===== config.mk =====
export PLATFORM = sky130hd
export DESIGN_NAME = vco_adc_ctrl
export DESIGN_NICKNAME = d
export VERILOG_FILES = /design/src/rtl/vco_adc_ctrl.sv
export SDC_FILE = /design/constraint.sdc
export NUM_CORES = 1
export LEC_CHECK = 0
export ABC_CLOCK_PERIOD_IN_PS = 4500
export BUFFER_PORTS_ARGS = -buffer_cell sky130_fd_sc_hd__buf_2
export CAP_MARGIN = 20
export CELL_PAD_IN_SITES_DETAIL_PLACEMENT = 1
export CELL_PAD_IN_SITES_GLOBAL_PLACEMENT = 1
export CORE_MARGIN = 5
export CORE_UTILIZATION = 46
export DETAILED_ROUTE_END_ITERATION = 8
export PLACE_DENSITY_LB_ADDON = 0.1
export SYNTH_ARGS = -nofsm -noshare
export SYNTH_HDL_FRONTEND = slang
export SYNTH_SLANG_ARGS = --single-unit
export TNS_END_PERCENT = 100

===== constraint.sdc =====
create_clock -name clock -period 4.5 [get_ports clock]
set_clock_uncertainty 0.05 [all_clocks]
set_input_delay 0.9 -clock clock [delete_from_list [all_inputs] [get_ports clock]]
set_output_delay 0.9 -clock clock [all_outputs]
set_load 0.01 [all_outputs]

===== src/rtl/vco_adc_ctrl.sv =====
// Conversion sequencer for the VCO-based ADC: settle, gate-window edge count, output FIFO.
// Optional feature macro VCO_ADC_CTRL_OFFSET_EN adds cfg_offset (count - offset, floored at 0).
module vco_adc_ctrl #(
  parameter int COUNT_W    = 16,
  parameter int FIFO_DEPTH = 4,
  parameter int SETTLE_W   = 8
) (
  input  logic                clock,
  input  logic                resetb,
  input  logic                cfg_start,
  input  logic                cfg_continuous,
  input  logic                cfg_abort,
  input  logic [SETTLE_W-1:0] cfg_settle,
  input  logic [15:0]         cfg_window,
  input  logic                cfg_clr_ovf,
`ifdef VCO_ADC_CTRL_OFFSET_EN
  input  logic [COUNT_W-1:0]  cfg_offset,
`endif
  input  logic                vco_clk_in,
  output logic                vco_en,
  output logic [COUNT_W-1:0]  sample_data,
  output logic                sample_valid,
  input  logic                sample_ready,
  output logic                busy,
  output logic                overflow
);

  localparam int PTR_W = $clog2(FIFO_DEPTH);

  typedef enum logic [1:0] {
    ST_IDLE   = 2'd0,
    ST_SETTLE = 2'd1,
    ST_COUNT  = 2'd2,
    ST_EMIT   = 2'd3
  } state_t;

  state_t               state_r, next_state_s;
  logic [SETTLE_W-1:0]  settle_cnt_r;
  logic [15:0]          window_cnt_r;
  logic [COUNT_W-1:0]   edge_cnt_r;
  logic                 sync1_r, sync2_r, prev_r;
  logic                 edge_s;
  logic                 vco_en_r, busy_r, overflow_r;
  logic [COUNT_W-1:0]   mem_r [FIFO_DEPTH];
  logic [PTR_W:0]       wr_ptr_r, rd_ptr_r;
  logic                 empty_s, full_s, push_s, pop_s, accept_s, drop_s;
  logic                 load_window_s;
  logic [COUNT_W-1:0]   push_data_s;

  assign edge_s        = sync2_r & ~prev_r;
  assign empty_s       = (wr_ptr_r == rd_ptr_r);
  assign full_s        = (wr_ptr_r[PTR_W] != rd_ptr_r[PTR_W]) &&
                         (wr_ptr_r[PTR_W-1:0] == rd_ptr_r[PTR_W-1:0]);
  assign pop_s         = ~empty_s & sample_ready;
  assign push_s        = (state_r == ST_EMIT) & ~cfg_abort;
  assign accept_s      = push_s & (~full_s | pop_s);
  assign drop_s        = push_s & ~accept_s;
  assign load_window_s = (next_state_s == ST_COUNT) && (state_r != ST_COUNT);

  assign vco_en       = vco_en_r;
  assign busy         = busy_r;
  assign overflow     = overflow_r;
  assign sample_valid = ~empty_s;
  assign sample_data  = mem_r[rd_ptr_r[PTR_W-1:0]];

  // Sample value handed to the FIFO
  always_comb begin
`ifdef VCO_ADC_CTRL_OFFSET_EN
    if (edge_cnt_r > cfg_offset) begin
      push_data_s = edge_cnt_r - cfg_offset;
    end else begin
      push_data_s = {COUNT_W{1'b0}};
    end
`else
    push_data_s = edge_cnt_r;
`endif
  end

  // Next-state logic; abort overrides every other transition
  always_comb begin
    next_state_s = state_r;
    if (cfg_abort) begin
      next_state_s = ST_IDLE;
    end else begin
      case (state_r)
        ST_IDLE: begin
          if (cfg_start) begin
            next_state_s = (cfg_settle == {SETTLE_W{1'b0}}) ? ST_COUNT : ST_SETTLE;
          end else begin
            next_state_s = ST_IDLE;
          end
        end
        ST_SETTLE: begin
          if (settle_cnt_r == {{(SETTLE_W-1){1'b0}}, 1'b1}) begin
            next_state_s = ST_COUNT;
          end else begin
            next_state_s = ST_SETTLE;
          end
        end
        ST_COUNT: begin
          if (window_cnt_r == 16'd1) begin
            next_state_s = ST_EMIT;
          end else begin
            next_state_s = ST_COUNT;
          end
        end
        ST_EMIT:  next_state_s = cfg_continuous ? ST_COUNT : ST_IDLE;
        default:  next_state_s = ST_IDLE;
      endcase
    end
  end

  // State register, registered status outputs, VCO synchronizer and counters
  always_ff @(posedge clock or negedge resetb) begin
    if (!resetb) begin
      state_r      <= ST_IDLE;
      vco_en_r     <= 1'b0;
      busy_r       <= 1'b0;
      sync1_r      <= 1'b0;
      sync2_r      <= 1'b0;
      prev_r       <= 1'b0;
      settle_cnt_r <= {SETTLE_W{1'b0}};
      window_cnt_r <= 16'd0;
      edge_cnt_r   <= {COUNT_W{1'b0}};
    end else begin
      state_r  <= next_state_s;
      vco_en_r <= (next_state_s != ST_IDLE);
      busy_r   <= (next_state_s != ST_IDLE);
      sync1_r  <= vco_clk_in;
      sync2_r  <= sync1_r;
      prev_r   <= sync2_r;
      if (state_r == ST_IDLE) begin
        settle_cnt_r <= cfg_settle;
      end else if (state_r == ST_SETTLE) begin
        settle_cnt_r <= settle_cnt_r - {{(SETTLE_W-1){1'b0}}, 1'b1};
      end else begin
        settle_cnt_r <= settle_cnt_r;
      end
      if (load_window_s) begin
        window_cnt_r <= (cfg_window == 16'd0) ? 16'd1 : cfg_window;
        edge_cnt_r   <= {COUNT_W{1'b0}};
      end else if (state_r == ST_COUNT) begin
        window_cnt_r <= window_cnt_r - 16'd1;
        if (edge_s && !(&edge_cnt_r)) begin
          edge_cnt_r <= edge_cnt_r + {{(COUNT_W-1){1'b0}}, 1'b1};
        end else begin
          edge_cnt_r <= edge_cnt_r;
        end
      end else begin
        window_cnt_r <= window_cnt_r;
        edge_cnt_r   <= edge_cnt_r;
      end
    end
  end

  // Output FIFO storage, pointers and sticky overflow (set wins over clear)
  always_ff @(posedge clock or negedge resetb) begin
    if (!resetb) begin
      for (int i = 0; i < FIFO_DEPTH; i++) begin
        mem_r[i] <= {COUNT_W{1'b0}};
      end
      wr_ptr_r   <= {(PTR_W+1){1'b0}};
      rd_ptr_r   <= {(PTR_W+1){1'b0}};
      overflow_r <= 1'b0;
    end else begin
      if (accept_s) begin
        mem_r[wr_ptr_r[PTR_W-1:0]] <= push_data_s;
        wr_ptr_r <= wr_ptr_r + {{PTR_W{1'b0}}, 1'b1};
      end else begin
        wr_ptr_r <= wr_ptr_r;
      end
      if (pop_s) begin
        rd_ptr_r <= rd_ptr_r + {{PTR_W{1'b0}}, 1'b1};
      end else begin
        rd_ptr_r <= rd_ptr_r;
      end
      if (drop_s) begin
        overflow_r <= 1'b1;
      end else if (cfg_clr_ovf) begin
        overflow_r <= 1'b0;
      end else begin
        overflow_r <= overflow_r;
      end
    end
  end

endmodule


==> reports/results.md, run 1 <==
| Metric | Value | Unit |
|---|---|---|
| Data arrival time of the critical path | 3.21 | ns |
| Critical Path Sink Type | flop | - |
| Flip-flop and latch count after synthesis | 117 | - |
| Maximum fanout count along the critical path | 23 | - |
| Synth warnings | 0 | - |
| Via density per instance | 5.67 | - |
| H-tree levels | 4 | - |
| Post-synthesis instance area | 5770 | µm² |
| Unrepaired setup endpoints after global routing | no | - |
| DRC viols | 0 | - |
| Root Driver | sky130_fd_sc_hd__clkbuf_16 | - |
| Number of pins with negative max-slew slack in the final report | 0 | - |
| Hold Path Class | flop to flop | - |
| Commonest cells after routing, fill and taps aside | sky130_fd_sc_hd__dfrtp_1 (117), sky130_fd_sc_hd__mux2_2 (65), sky130_fd_sc_hd__buf_2 (50) | - |
| Number of I/O pins | 52 | - |
| CP Launch Type | flop | - |
| Standby leakage power | 0.00307 | µW |
| Critical path class | flop to flop | - |
| Worst IR drop on VDD | 261 | µV |
| Cts bufs inserted | 17 | - |
| Antenna diode count | 0 | - |
| GRT Util Overall | 20.3 | % |
| Total Negative Setup Slacks | 0 | ns |
| Site row count | 41 | - |
| Detailed placer's ending HPWL | 8830 | µm |
| Combined flip-flop and latch cell area | 2930 | µm² |
| Number of distinct library cells after synthesis | 53 | - |
| Antenna violations before repair | 0 | - |
| Number of endpoints with negative hold slack in the final report | 0 | - |
| Total power consumption of the routed design | 3390 | µW |
| Fraction of layout instances using a drive strength above 1 | 31.4 | % |
| Number of iterations in the first detailed-routing pass | 5 | - |
| Count of mapped cells out of synthesis | 491 | - |
| Post-route minimum period | 2.96 | ns |
| Post-CTS Resized | 0 | - |
| Clk pin slew, worst setup/hold paths | 0.05 | ns |
| Synth Net Count | 533 | - |
| Clock latency of the later-clocked register in the worst-skew pair | 0.42 | ns |
| Count of buffers inserted at the top-level ports | 51 | - |
| Clock network fraction of design power | 36.7 | % |
| Post-place setup slack | 1.19 | ns |
| Slew of the pin with the lowest slew margin | 0.981 | ns |
| Share of the yosys chip area belonging to registers | 50.7 | % |
| Worst-case setup margin in the final layout | 1.54 | ns |
| Overflow after GRT | 0 | - |
| Number of nets in the finished design | 584 | - |
| Combinational cell fraction of total power | 21.8 | % |
| Final setup violating endpoints | 0 | - |
| Slew headroom | 34.4 | % |
| Die X | 122 | µm |
| Power spent charging and discharging nets | 1020 | µW |
| Power density over the cells | 504 | nW/µm² |
| Required @ worst endpoint | 4.74 | ns |
| Maximum count of clock buffers along a single path | 2 | - |
| Share of power burned in registers | 41.6 | % |
| Global-route wire length before repair | 23400 | µm |
| Via count of the first global-routing pass | 4550 | - |
| Area Overhead vs Synth | 16.5 | % |
| Fin crit share | 65.8 | % |
| CTS Hold Bufs | 0 | - |
| CTS tree | yes | - |
| Multi-input gate area | 2660 | µm² |
| Most common cell after layout, fill and taps aside | sky130_fd_sc_hd__dfrtp_1 | - |
| Routability-driven placement congestion ratio | 0.765 | - |
| Routed via count | 4116 | - |
| Drt first-iter violations | 199 | - |
| Max-capacitance violation count | 0 | - |
| Initial standard-cell utilization of the core | 46.3 | % |
| Hold Worst Slack | 0.315 | ns |
| Cell internal power dissipation | 2370 | µW |
| Dominant synthesized flop cell | sky130_fd_sc_hd__dfrtp_1 | - |
| Number of post-CTS setup repair buffers | 0 | - |
| Core Util, Final | 54.0 | % |
| Clock sink count | 117 | - |
| Final routed wirelength across all metal layers | 13600 | µm |
| Die extent in y | 122 | µm |
| Average routed wire per standard cell | 18.8 | µm |
| Status | complete, no violations | - |
| Number of synthesized flops with an enable pin | 0 | - |
| Maximum number of pins on one net before global-route repair | 75 | - |
| Post-Syn Area per Cell | 11.8 | µm² |
| Proportion of synthesized flip-flops having asynchronous set or reset | 100 | % |
| Area of the placeable core | 12500 | µm² |
| Fraction of power spent switching nets | 30.1 | % |
| Remaining antenna violation count after routing | 0 | - |
| Timing-limited maximum frequency | 338 | MHz |
| Area of the die | 14900 | µm² |
| Number of fill cells in the layout | 1320 | - |
-- cells by family (layout without fill, tap and decap cells) --
kind of cell | Yosys count | after routing | share of synthesized area (%)
adders and majority gates | 10 | 10 | 2.17
buffers and inverters | 42 | 105 | 3.25
muxes | 84 | 84 | 19.4
AOI/OAI and AO/OA | 80 | 80 | 9.45
xor gates and xnor gates | 19 | 19 | 2.88
and+or+nand+nor | 139 | 139 | 12.1
DFF | 117 | 117 | 50.7
-- path summary, 6_finish.rpt --
| kind | from | to | slack, ns | depth (start not counted) |
|---|---|---|---|---|
| min in group asynchronous | resetb | mem_r[4]$_DFFE_PN0P_ | 0.56 | 1 |
| max reg2reg | state_r[1]$_DFF_PN0_ | mem_r[0]$_DFFE_PN0P_ | 1.54 | 4 |
| max in group asynchronous | resetb | mem_r[34]$_DFFE_PN0P_ | 2.91 | 2 |
| min | sync1_r$_DFF_PN0_ | sync2_r$_DFF_PN0_ | 0.31 | 0 |
| max | state_r[1]$_DFF_PN0_ | mem_r[0]$_DFFE_PN0P_ | 1.54 | 4 |
| min reg2reg | sync1_r$_DFF_PN0_ | sync2_r$_DFF_PN0_ | 0.31 | 0 |
-- sequential cells by signal, indices dropped and copies added, names as in the netlist --
| register | flops |
|---|---|
| state_r | 2 |
| prev_r | 1 |
| window_cnt_r | 16 |
| rd_ptr_r | 3 |
| settle_cnt_r | 8 |
| sync2_r | 1 |
| busy | 1 |
| sync1_r | 1 |
| mem_r | 64 |
| overflow | 1 |
| edge_cnt_r | 16 |
| wr_ptr_r | 3 |
-- critical path: stages (launching register included) --
cell                       delay (ns)
sky130_fd_sc_hd__dfrtp_1         0.78
sky130_fd_sc_hd__nand2_1         0.24
sky130_fd_sc_hd__a311oi_2        0.53
sky130_fd_sc_hd__nand2_1         0.71
sky130_fd_sc_hd__mux2_2          0.51
-- cells in the mapped netlist, drive strengths merged, types with 5 or more instances --
| library cell | number | area (µm²) |
|---|---|---|
| a21oi | 18 | 90.1 |
| buf | 11 | 71.3 |
| clkbuf | 16 | 60.1 |
| dfrtp | 117 | 2930 |
| ha | 10 | 125 |
| inv | 15 | 56.3 |
| mux2 | 65 | 732 |
| mux4 | 16 | 360 |
| nand2 | 36 | 135 |
| nand3 | 9 | 45.0 |
| nand4 | 5 | 31.3 |
| nor2 | 38 | 143 |
| nor3 | 11 | 55.1 |
| nor4 | 16 | 115 |
| o21ai | 19 | 95.1 |
| or4 | 5 | 37.5 |
| xnor2 | 19 | 166 |
-- through the flow --
| stage | std cells | cell area [µm²] |
|---|---|---|
| 2_1_floorplan | 491 | 5770 |
| 3_3_place_gp | 695 | 6170 |
| 3_5_place_dp | 695 | 6170 |
| 4_1_cts | 726 | 6730 |
| 5_1_grt | 726 | 6730 |
| 6_report | 726 | 6730 |
-- final cells by class --
type                            count  share of cell area, %
Sequential cell                   117                   43.5
Clock inverter                      3                  0.223
Timing Repair Buffer               59                   4.72
Clock buffer                       28                   7.98
Tap cell                          172                   3.20
Inverter                           15                  0.837
Multi-Input combinational cell    332                   39.5
-- per-layer routing --
metal / part of all wire, % / wire [µm] / track usage [%]
met1: 44 / 5990 / 25.3
met2: 50 / 6860 / 34.2
met3: 3.4 / 461 / 5.06
met4: 2.3 / 316 / 7.77
met5: 0 / 0 / 0
-- power groups by stage --
stage | sequential (µW) | combinational [µW] | clock (µW)
2_1_floorplan | 1360 | 564 | 0
3_3_place_gp | 1410 | 727 | 0
3_5_place_dp | 1420 | 749 | 0
4_1_cts | 1410 | 758 | 1280
5_1_grt | 1430 | 826 | 1340
6_report | 1410 | 738 | 1240
No activity file was read; power rests on OpenSTA's default activity.
==> inputs of run 2 (changes only) <==
--- a/config.mk
+++ b/config.mk
@@ -5,13 +5,14 @@
 export SDC_FILE = /design/constraint.sdc
 export NUM_CORES = 1
 export LEC_CHECK = 0
-export ABC_CLOCK_PERIOD_IN_PS = 4500
+export ABC_AREA = 1
+export ABC_CLOCK_PERIOD_IN_PS = 2400
 export BUFFER_PORTS_ARGS = -buffer_cell sky130_fd_sc_hd__buf_2
 export CAP_MARGIN = 20
 export CELL_PAD_IN_SITES_DETAIL_PLACEMENT = 1
 export CELL_PAD_IN_SITES_GLOBAL_PLACEMENT = 1
 export CORE_MARGIN = 5
-export CORE_UTILIZATION = 46
+export CORE_UTILIZATION = 41
 export DETAILED_ROUTE_END_ITERATION = 8
 export PLACE_DENSITY_LB_ADDON = 0.1
 export SYNTH_ARGS = -nofsm -noshare
==> constraint.sdc (replaced) <==
create_clock -name clock -period 2.4 [get_ports clock]
set_clock_uncertainty 0.05 [all_clocks]
set_input_delay 0.48 -clock clock [delete_from_list [all_inputs] [get_ports clock]]
set_output_delay 0.48 -clock clock [all_outputs]
set_load 0.01 [all_outputs]
==> run 2 against run 1 <==
Compared with the run above:
- hold slack got worse by 0.26 ns
- critical path type is now flop to output port
- cell area increased by 9.2%
- clock power increased by 110%
- combinational power increased to 4.0 times the previous value
- critical path depth increased by 1
- first-iteration DRC count decreased by 34%
- largest cell class unchanged
==> reports/results.md, run 2 <==
| Metric | Value | Unit | vs previous |
|---|---|---|---|
| Number of fill cells in the layout | 1828 | - | was 1320 |
| Post-CTS Resized | 0 | - | unchanged |
| Max FFs per register | 64 | - | unchanged |
| Multi-input gate area | 2930 | µm² | was 2660 µm² |
| Number of pins with negative max-slew slack in the final report | 0 | - | unchanged |
| Via count of the first global-routing pass | 5698 | - | was 4550 |
| Cts bufs inserted | 17 | - | unchanged |
| Cell taking the most area after synthesis | sky130_fd_sc_hd__dfrtp_1 | - | unchanged |
| Power density over the cells | 1150 | nW/µm² | was 504 nW/µm² |
| Routability-driven placement congestion ratio | 0.861 | - | was 0.765 |
| Most common cell after layout, fill and taps aside | sky130_fd_sc_hd__nand2_1 | - | was sky130_fd_sc_hd__dfrtp_1 |
| Post-route minimum period | 2.20 | ns |  |
| Fraction of layout instances using a drive strength above 1 | 17.1 | % | was 31.4% |
| Detailed placer's ending HPWL | 12300 | µm | was 8830 µm |
| Antenna diode count | 0 | - | unchanged |
| Flip-flop and latch count after synthesis | 117 | - | unchanged |
| Synth warnings | 0 | - | unchanged |
| Combined flip-flop and latch cell area | 2930 | µm² | unchanged |
| Clk pin slew, worst setup/hold paths | 0.05 | ns | about the same |
| Synth Net Count | 813 | - | was 533 |
| Number of distinct library cells after synthesis | 40 | - | was 53 |
| Via density per instance | 5.23 | - | was 5.67 |
| Total Negative Setup Slacks | 0 | ns | unchanged |
| Timing-limited maximum frequency | 455 | MHz |  |
| Clock sink count | 117 | - | unchanged |
| Final setup violating endpoints | 0 | - | unchanged |
| Share of the synthesized netlist area taken by xor and xnor gates | 3.50 | % | was 2.88% |
| Largest reg by FF count | mem_r | - | unchanged |
| Power spent charging and discharging nets | 3110 | µW | was 1020 µW |
| Slew of the pin with the lowest slew margin | 0.661 | ns | was 0.981 ns |
| Unrepaired setup endpoints after global routing | no | - | unchanged |
| Overflow after GRT | 0 | - | unchanged |
| CTS tree | yes | - | unchanged |
| Critical path class | flop to output port | - | was flop to flop |
| Critical Path Sink Type | output port | - | was flop |
| Commonest cells after routing, fill and taps aside | sky130_fd_sc_hd__nand2_1 (216), sky130_fd_sc_hd__dfrtp_1 (117), sky130_fd_sc_hd__nor2_1 (76) | - | was sky130_fd_sc_hd__dfrtp_1 (117), sky130_fd_sc_hd__mux2_2 (65), sky130_fd_sc_hd__buf_2 (50) |
| Proportion of synthesized flip-flops having asynchronous set or reset | 100 | % | unchanged |
| Maximum number of pins on one net before global-route repair | 47 | - | was 75 |
| Fraction of power spent switching nets | 36.8 | % | was 30.1% |
| Share of power burned in registers | 34.3 | % | was 41.6% |
| GRT Util Overall | 20.2 | % | was 20.3% |
| Hold Path Class | input pin to asynchronous set/reset pin | - | was flop to flop |
| Data arrival time of the critical path | 1.67 | ns | was 3.21 ns |
| Post-Syn Area per Cell | 8.11 | µm² | was 11.8 µm² |
| Max-capacitance violation count | 0 | - | unchanged |
| Die X | 133 | µm | was 122 µm |
| Site row count | 45 | - | was 41 |
| Count of buffers inserted at the top-level ports | 51 | - | unchanged |
| Main combinational cell family by area after synthesis | simple AND/OR/NAND/NOR gates | - | was multiplexers |
| Post-synthesis simple-gate area fraction | 28.9 | % | was 12.1% |
| Routed via count | 5380 | - | was 4116 |
| Remaining antenna violation count after routing | 0 | - | unchanged |
| Cell internal power dissipation | 5330 | µW | was 2370 µW |
| Area of the die | 17800 | µm² | was 14900 µm² |
| Number of post-CTS setup repair buffers | 0 | - | unchanged |
| Clock latency of the later-clocked register in the worst-skew pair | 0.41 | ns | was 0.42 ns |
| Number of I/O pins | 52 | - | unchanged |
| Largest registers | mem_r (64), edge_cnt_r (16), window_cnt_r (16) | - | unchanged |
| Number of standard cells in the layout, taps in and fillers out | 1028 | - | was 726 |
| CP Launch Type | flop | - | unchanged |
| Count of mapped cells out of synthesis | 771 | - | was 491 |
| Proportion of netlist area held by the largest area contributor | 46.8 | % | was 50.7% |
| Number of iterations in the first detailed-routing pass | 4 | - | was 5 |
| Area of the placeable core | 15100 | µm² | was 12500 µm² |
| Maximum fanout count along the critical path | 33 | - | was 23 |
| Leading cell type by number of instances after synthesis | sky130_fd_sc_hd__nand2_1 | - | was sky130_fd_sc_hd__dfrtp_1 |
| Clock network fraction of design power | 30.7 | % | was 36.7% |
| Post-synthesis compound-gate area fraction | 12.4 | % | was 9.45% |
| Fin crit share | 91.6 | % |  |
| Final routed wirelength across all metal layers | 17100 | µm | was 13600 µm |
| Worst IR drop on VDD | 533 | µV | was 261 µV |
| Maximum count of clock buffers along a single path | 2 | - | unchanged |
| Average routed wire per standard cell | 16.6 | µm | was 18.8 µm |
| Mux cell area share after synthesis | 0 | % | was 19.4% |
| Slew headroom | 56.0 | % | was 34.4% |
| Top cell types by occurrence after synthesis | sky130_fd_sc_hd__nand2_1 (216), sky130_fd_sc_hd__dfrtp_1 (117), sky130_fd_sc_hd__nor2_1 (76) | - | was sky130_fd_sc_hd__dfrtp_1 (117), sky130_fd_sc_hd__mux2_2 (65), sky130_fd_sc_hd__nor2_1 (38) |
| Root Driver | sky130_fd_sc_hd__clkbuf_16 | - | unchanged |
| Standby leakage power | 0.00365 | µW | was 0.00307 µW |
| Share of the yosys chip area belonging to registers | 46.8 | % | was 50.7% |
| Post-synthesis instance area | 6250 | µm² | was 5770 µm² |
| Initial standard-cell utilization of the core | 41.4 | % | was 46.3% |
| H-tree levels | 4 | - | unchanged |
| Hold Worst Slack | 0.0559 | ns | was 0.315 ns |
| Number of nets in the finished design | 869 | - | was 584 |
| DRC viols | 0 | - | unchanged |
| # placed instances | 996 | - | was 695 |
| Combinational cell fraction of total power | 35.0 | % | was 21.8% |
| Required @ worst endpoint | 1.87 | ns | was 4.74 ns |
| Global-route wire length before repair | 28800 | µm | was 23400 µm |
| Adder-cell share of the synthesized area | 2.00 | % | was 2.17% |
| Number of endpoints with negative hold slack in the final report | 0 | - | unchanged |
| Die extent in y | 133 | µm | was 122 µm |
| Antenna violations before repair | 0 | - | unchanged |
| CTS Hold Bufs | 0 | - | unchanged |
| Worst Reg2Reg Path Length in Cells | 9 | - | was 4 |
| Area Overhead vs Synth | 17.6 | % | was 16.5% |
| Status | complete, no violations | - | unchanged |
| Dominant synthesized flop cell | sky130_fd_sc_hd__dfrtp_1 | - | unchanged |
| Leading cell types by total area after synthesis | sky130_fd_sc_hd__dfrtp_1 (47%), sky130_fd_sc_hd__nand2_1 (13%), sky130_fd_sc_hd__o21ai_0 (5.7%) | - | was sky130_fd_sc_hd__dfrtp_1 (51%), sky130_fd_sc_hd__mux2_2 (13%), sky130_fd_sc_hd__mux4_2 (6.2%) |
| Drt first-iter violations | 131 | - | was 199 |
| Number of synthesized flops with an enable pin | 0 | - | unchanged |
run 2: path summary, 6_finish.rpt:
path / startpoint / end / slack, ns
max in group asynchronous: resetb / mem_r[39]$_DFFE_PN0P_ / 1.49
worst min register to register: sync1_r$_DFF_PN0_ / sync2_r$_DFF_PN0_ / 0.30
worst min-delay path: resetb / rd_ptr_r[2]$_DFFE_PN0P_ / 0.06
worst max register to register: state_r[1]$_DFF_PN0_ / window_cnt_r[12]$_DFFE_PN0P_ / 0.36
min in group clock: vco_clk_in / sync1_r$_DFF_PN0_ / 0.12
worst max-delay path: rd_ptr_r[0]$_DFFE_PN0P_ / sample_data[9] / 0.20
run 2: cells by family after synthesis:
family                     count (synthesis)
xor gates and xnor gates                  25
adders and majority gates                 10
buffers and inverters                     87
DFF                                      117
and+or+nand+nor                          400
AOI/OAI and AO/OA                        132
run 2: worst max-delay path, stage by stage, from the launching register on:
cell                      delay (ns)
sky130_fd_sc_hd__dfrtp_1        0.42
sky130_fd_sc_hd__inv_1          0.09
sky130_fd_sc_hd__buf_6          0.25
sky130_fd_sc_hd__o21ai_0        0.11
sky130_fd_sc_hd__o22ai_1        0.19
sky130_fd_sc_hd__buf_2          0.18
run 2: stage by stage:
| step | utilization, % | setup WS, ns | cell area, µm² | total power (µW) |
|---|---|---|---|---|
| 6_report | 48.7 | 0.202 | 7350 | 8440 |
| 5_1_grt | 48.7 | 0.0516 | 7350 | 9050 |
| 4_1_cts | 48.7 | 0.0873 | 7340 | 8550 |
| 3_5_place_dp | 44.7 | 0.339 | 6740 | 5930 |
| 3_3_place_gp | 44.7 | 0.429 | 6740 | 5810 |
| 2_1_floorplan | - | 0.654 | 6250 | 4910 |
run 2: power by group through the flow:
stage / combinational (µW) / clock [µW] / sequential [µW]
after floorplan: 2110 / 0 / 2800
after global placement: 2910 / 0 / 2890
after detailed placement: 3000 / 0 / 2920
after CTS: 3010 / 2640 / 2900
after global routing: 3340 / 2750 / 2960
final: 2960 / 2590 / 2890
run 2: final cells by class:
cell class / count / area share (%)
Sequential cell: 117 / 39.8
Multi-Input combinational cell: 567 / 39.8
Clock buffer: 22 / 6.45
Timing Repair Buffer: 70 / 6.18
Tap cell: 188 / 3.20
Inverter: 54 / 2.76
Clock inverter: 10 / 1.74
run 2: routing by layer:
layer  wire length, µm  global-route usage, %  vias to the layer above
met4               233                   5.60                        0
met5                 0                      0                        -
met1              7430                   24.4                     2654
met3               606                   4.08                       20
met2              8790                   36.7                       84
li1                  -                      -                     2622
==> inputs of run 3 (changes only) <==
--- a/config.mk
+++ b/config.mk
@@ -5,14 +5,13 @@
 export SDC_FILE = /design/constraint.sdc
 export NUM_CORES = 1
 export LEC_CHECK = 0
-export ABC_AREA = 1
 export ABC_CLOCK_PERIOD_IN_PS = 2400
 export BUFFER_PORTS_ARGS = -buffer_cell sky130_fd_sc_hd__buf_2
 export CAP_MARGIN = 20
 export CELL_PAD_IN_SITES_DETAIL_PLACEMENT = 1
 export CELL_PAD_IN_SITES_GLOBAL_PLACEMENT = 1
 export CORE_MARGIN = 5
-export CORE_UTILIZATION = 41
+export CORE_UTILIZATION = 43
 export DETAILED_ROUTE_END_ITERATION = 8
 export PLACE_DENSITY_LB_ADDON = 0.1
 export SYNTH_ARGS = -nofsm -noshare
==> run 3 against run 2 <==
Compared with the run above:
- global-route usage decreased by 1.0 points
- register-to-register slack worse by 0.16 ns
- die area shrank 11%
- utilization grew 4.4 points
- final cell count is 26% lower
- worst setup slack worse by 0.12 ns
- sequential share of layout area increased by 2.0 points
- wire length is 16% lower
- highest routed layer unchanged
- via count fell by 22%
- maximum frequency down 5.4%
- total power shrank 21%
==> reports/results.md, run 3 (synthesis gave the netlist of run 1 again) <==
| Metric | Value | Unit | vs previous |
|---|---|---|---|
| Largest registers | mem_r (64), edge_cnt_r (16), window_cnt_r (16) | - | unchanged |
| Area Overhead vs Synth | 21.3 | % | was 17.6% |
| Data arrival time of the critical path | 1.79 | ns | was 1.67 ns |
| Fin crit share | 96.8 | % | was 91.6% |
| Register-to-Register Setup Slack | 0.20 | ns | was 0.36 ns |
| Remaining antenna violation count after routing | 0 | - | unchanged |
| Reg2reg start | settle_cnt_r[0]$_DFFE_PN0P_ | - | was state_r[1]$_DFF_PN0_ |
| Clock sink count | 117 | - | unchanged |
| Fraction of layout instances using a drive strength above 1 | 35.5 | % | was 17.1% |
| Largest reg by FF count | mem_r | - | unchanged |
| Number of endpoints with negative hold slack in the final report | 0 | - | unchanged |
| Maximum fanout count along the critical path | 15 | - | was 33 |
| CTS Hold Bufs | 0 | - | unchanged |
| Maximum count of clock buffers along a single path | 2 | - | unchanged |
| Number of pins with negative max-slew slack in the final report | 0 | - | unchanged |
| Antenna violations before repair | 0 | - | unchanged |
| Maximum number of pins on one net before global-route repair | 44 | - | was 47 |
| Routed via count | 4184 | - | was 5380 |
| Clk pin slew, worst setup/hold paths | 0.06 | ns | was 0.05 ns |
| Area of the die | 15800 | µm² | was 17800 µm² |
| Cts bufs inserted | 17 | - | unchanged |
| GRT Util Overall | 19.2 | % | was 20.2% |
| Initial standard-cell utilization of the core | 43.8 | % | was 41.4% |
| Worst IR drop on VDD | 408 | µV | was 533 µV |
| CTS tree | yes | - | unchanged |
| DRC viols | 0 | - | unchanged |
| Critical path class | flop to output port | - | unchanged |
| Die extent in y | 126 | µm | was 133 µm |
| Routability-driven placement congestion ratio | 0.781 | - | was 0.861 |
| Placed cell area | 6420 | µm² | was 6740 µm² |
| Site row count | 42 | - | was 45 |
| Global-route wire length before repair | 24200 | µm | was 28800 µm |
| Worst Reg2Reg Path Length in Cells | 7 | - | was 9 |
| Final routed wirelength across all metal layers | 14400 | µm | was 17100 µm |
| # placed instances | 724 | - | was 996 |
| Number of iterations in the first detailed-routing pass | 5 | - | was 4 |
| Most common cell after layout, fill and taps aside | sky130_fd_sc_hd__dfrtp_1 | - | was sky130_fd_sc_hd__nand2_1 |
| Critical Path Sink Type | output port | - | unchanged |
| Count of buffers inserted at the top-level ports | 51 | - | unchanged |
| Cell area after layout | 7010 | µm² | was 7350 µm² |
| Number of post-CTS setup repair buffers | 0 | - | unchanged |
| Via count of the first global-routing pass | 4671 | - | was 5698 |
| Post-route minimum period | 2.32 | ns | was 2.20 ns |
| Number of standard cells in the layout, taps in and fillers out | 756 | - | was 1028 |
| Detailed placer's ending HPWL | 9690 | µm | was 12300 µm |
| Number of I/O pins | 52 | - | unchanged |
| Overflow after GRT | 0 | - | unchanged |
| Area of the placeable core | 13200 | µm² | was 15100 µm² |
| Required @ worst endpoint | 1.87 | ns | about the same |
| Power density over the cells | 950 | nW/µm² | was 1150 nW/µm² |
| Hold Path Class | input pin to asynchronous set/reset pin | - | unchanged |
| Drt first-iter violations | 170 | - | was 131 |
| Die X | 126 | µm | was 133 µm |
| Antenna diode count | 0 | - | unchanged |
| Final setup violating endpoints | 0 | - | unchanged |
| Slew of the pin with the lowest slew margin | 0.644 | ns | was 0.661 ns |
| Total Negative Setup Slacks | 0 | ns | unchanged |
| Standby leakage power | 0.00322 | µW | was 0.00365 µW |
| Unrepaired setup endpoints after global routing | no | - | unchanged |
| Number of nets in the finished design | 609 | - | was 869 |
| Clock latency of the later-clocked register in the worst-skew pair | 0.42 | ns | was 0.41 ns |
| Max-capacitance violation count | 0 | - | unchanged |
| CP Launch Type | flop | - | unchanged |
| Commonest cells after routing, fill and taps aside | sky130_fd_sc_hd__dfrtp_1 (116), sky130_fd_sc_hd__mux2_2 (65), sky130_fd_sc_hd__buf_2 (50) | - | was sky130_fd_sc_hd__nand2_1 (216), sky130_fd_sc_hd__dfrtp_1 (117), sky130_fd_sc_hd__nor2_1 (76) |
| Slew headroom | 56.7 | % | was 56.0% |
| Timing-limited maximum frequency | 431 | MHz | was 455 MHz |
| Status | complete, no violations | - | unchanged |
| Post-CTS Resized | 1 | - | was 0 |
| Crit Reg-Reg Endpoint | window_cnt_r[3]$_DFFE_PN0P_ | - | was window_cnt_r[12]$_DFFE_PN0P_ |
| Max FFs per register | 64 | - | unchanged |
| H-tree levels | 4 | - | unchanged |
| Root Driver | sky130_fd_sc_hd__clkbuf_16 | - | unchanged |
| Via density per instance | 5.53 | - | was 5.23 |
| Average routed wire per standard cell | 19.0 | µm | was 16.6 µm |
run 3: cell count changes in the layout (fill, tap and decap cells not counted), sizes merged, moves of 14 or more:
| cell | change |
|---|---|
| or2 | -15 |
| mux2 | +65 |
| mux4 | +16 |
| inv | -37 |
| o21a | -28 |
| nor2 | -51 |
| nand2 | -188 |
| nand3 | -42 |
| o21ai | -55 |
| buf | +14 |
run 3: report_power, final:
group,leakage (µW),internal (µW),switching [µW]
combinational,0.00139,740,774
clock,0.000287,1530,963
sequential,0.00154,2300,348
total,0.00322,4570,2080
run 3: stage by stage:
stage / worst slack (ns) / util [%] / hold slack, ns / power (µW)
4_1_cts: 0.0347 / 53.1 / 0.0247 / 6740
2_1_floorplan: -0.0561 / - / 0.134 / 3610
3_3_place_gp: -0.164 / 48.7 / 0.291 / 4110
5_1_grt: 0.00990 / 53.1 / 0.0432 / 7010
3_5_place_dp: -0.201 / 48.7 / 0.293 / 4200
6_report: 0.0772 / 53.1 / 0.0171 / 6660
run 3: critical path, stage by stage (launching register included):
cell and delay [ns]:
sky130_fd_sc_hd__dfrtp_2 0.46, sky130_fd_sc_hd__buf_12 0.22, sky130_fd_sc_hd__mux4_2 0.54, sky130_fd_sc_hd__buf_2 0.16
run 3: worst max-delay path by stage:
stage	start	to	cells past startpoint
after floorplan	cfg_settle[0]	window_cnt_r[2]$_DFFE_PN0P_	7
after global placement	cfg_settle[4]	window_cnt_r[12]$_DFFE_PN0P_	7
after detailed placement	cfg_settle[4]	window_cnt_r[14]$_DFFE_PN0P_	8
after CTS	rd_ptr_r[0]$_DFFE_PN0P_	sample_data[2]	3
after global routing	settle_cnt_r[6]$_DFFE_PN0P_	window_cnt_r[14]$_DFFE_PN0P_	7
final	rd_ptr_r[0]$_DFFE_PN0P_	sample_data[2]	3
run 3: layout make-up:
class	count	area, µm²
clock inverter	15	158
multi-input combinational	332	2660
sequential	117	2930
timing repair buffer	84	556
fill	1421	6180
inverter	15	56.3
tap	176	220
clock buffer	17	425
run 3: routing by layer:
metal	GRT usage, %	routed length, µm	vias up
met5	0	0	-
met4	6.88	303	0
met3	4.36	464	21
met2	33.5	7430	71
met1	23.4	6200	2125
li1	-	-	1967
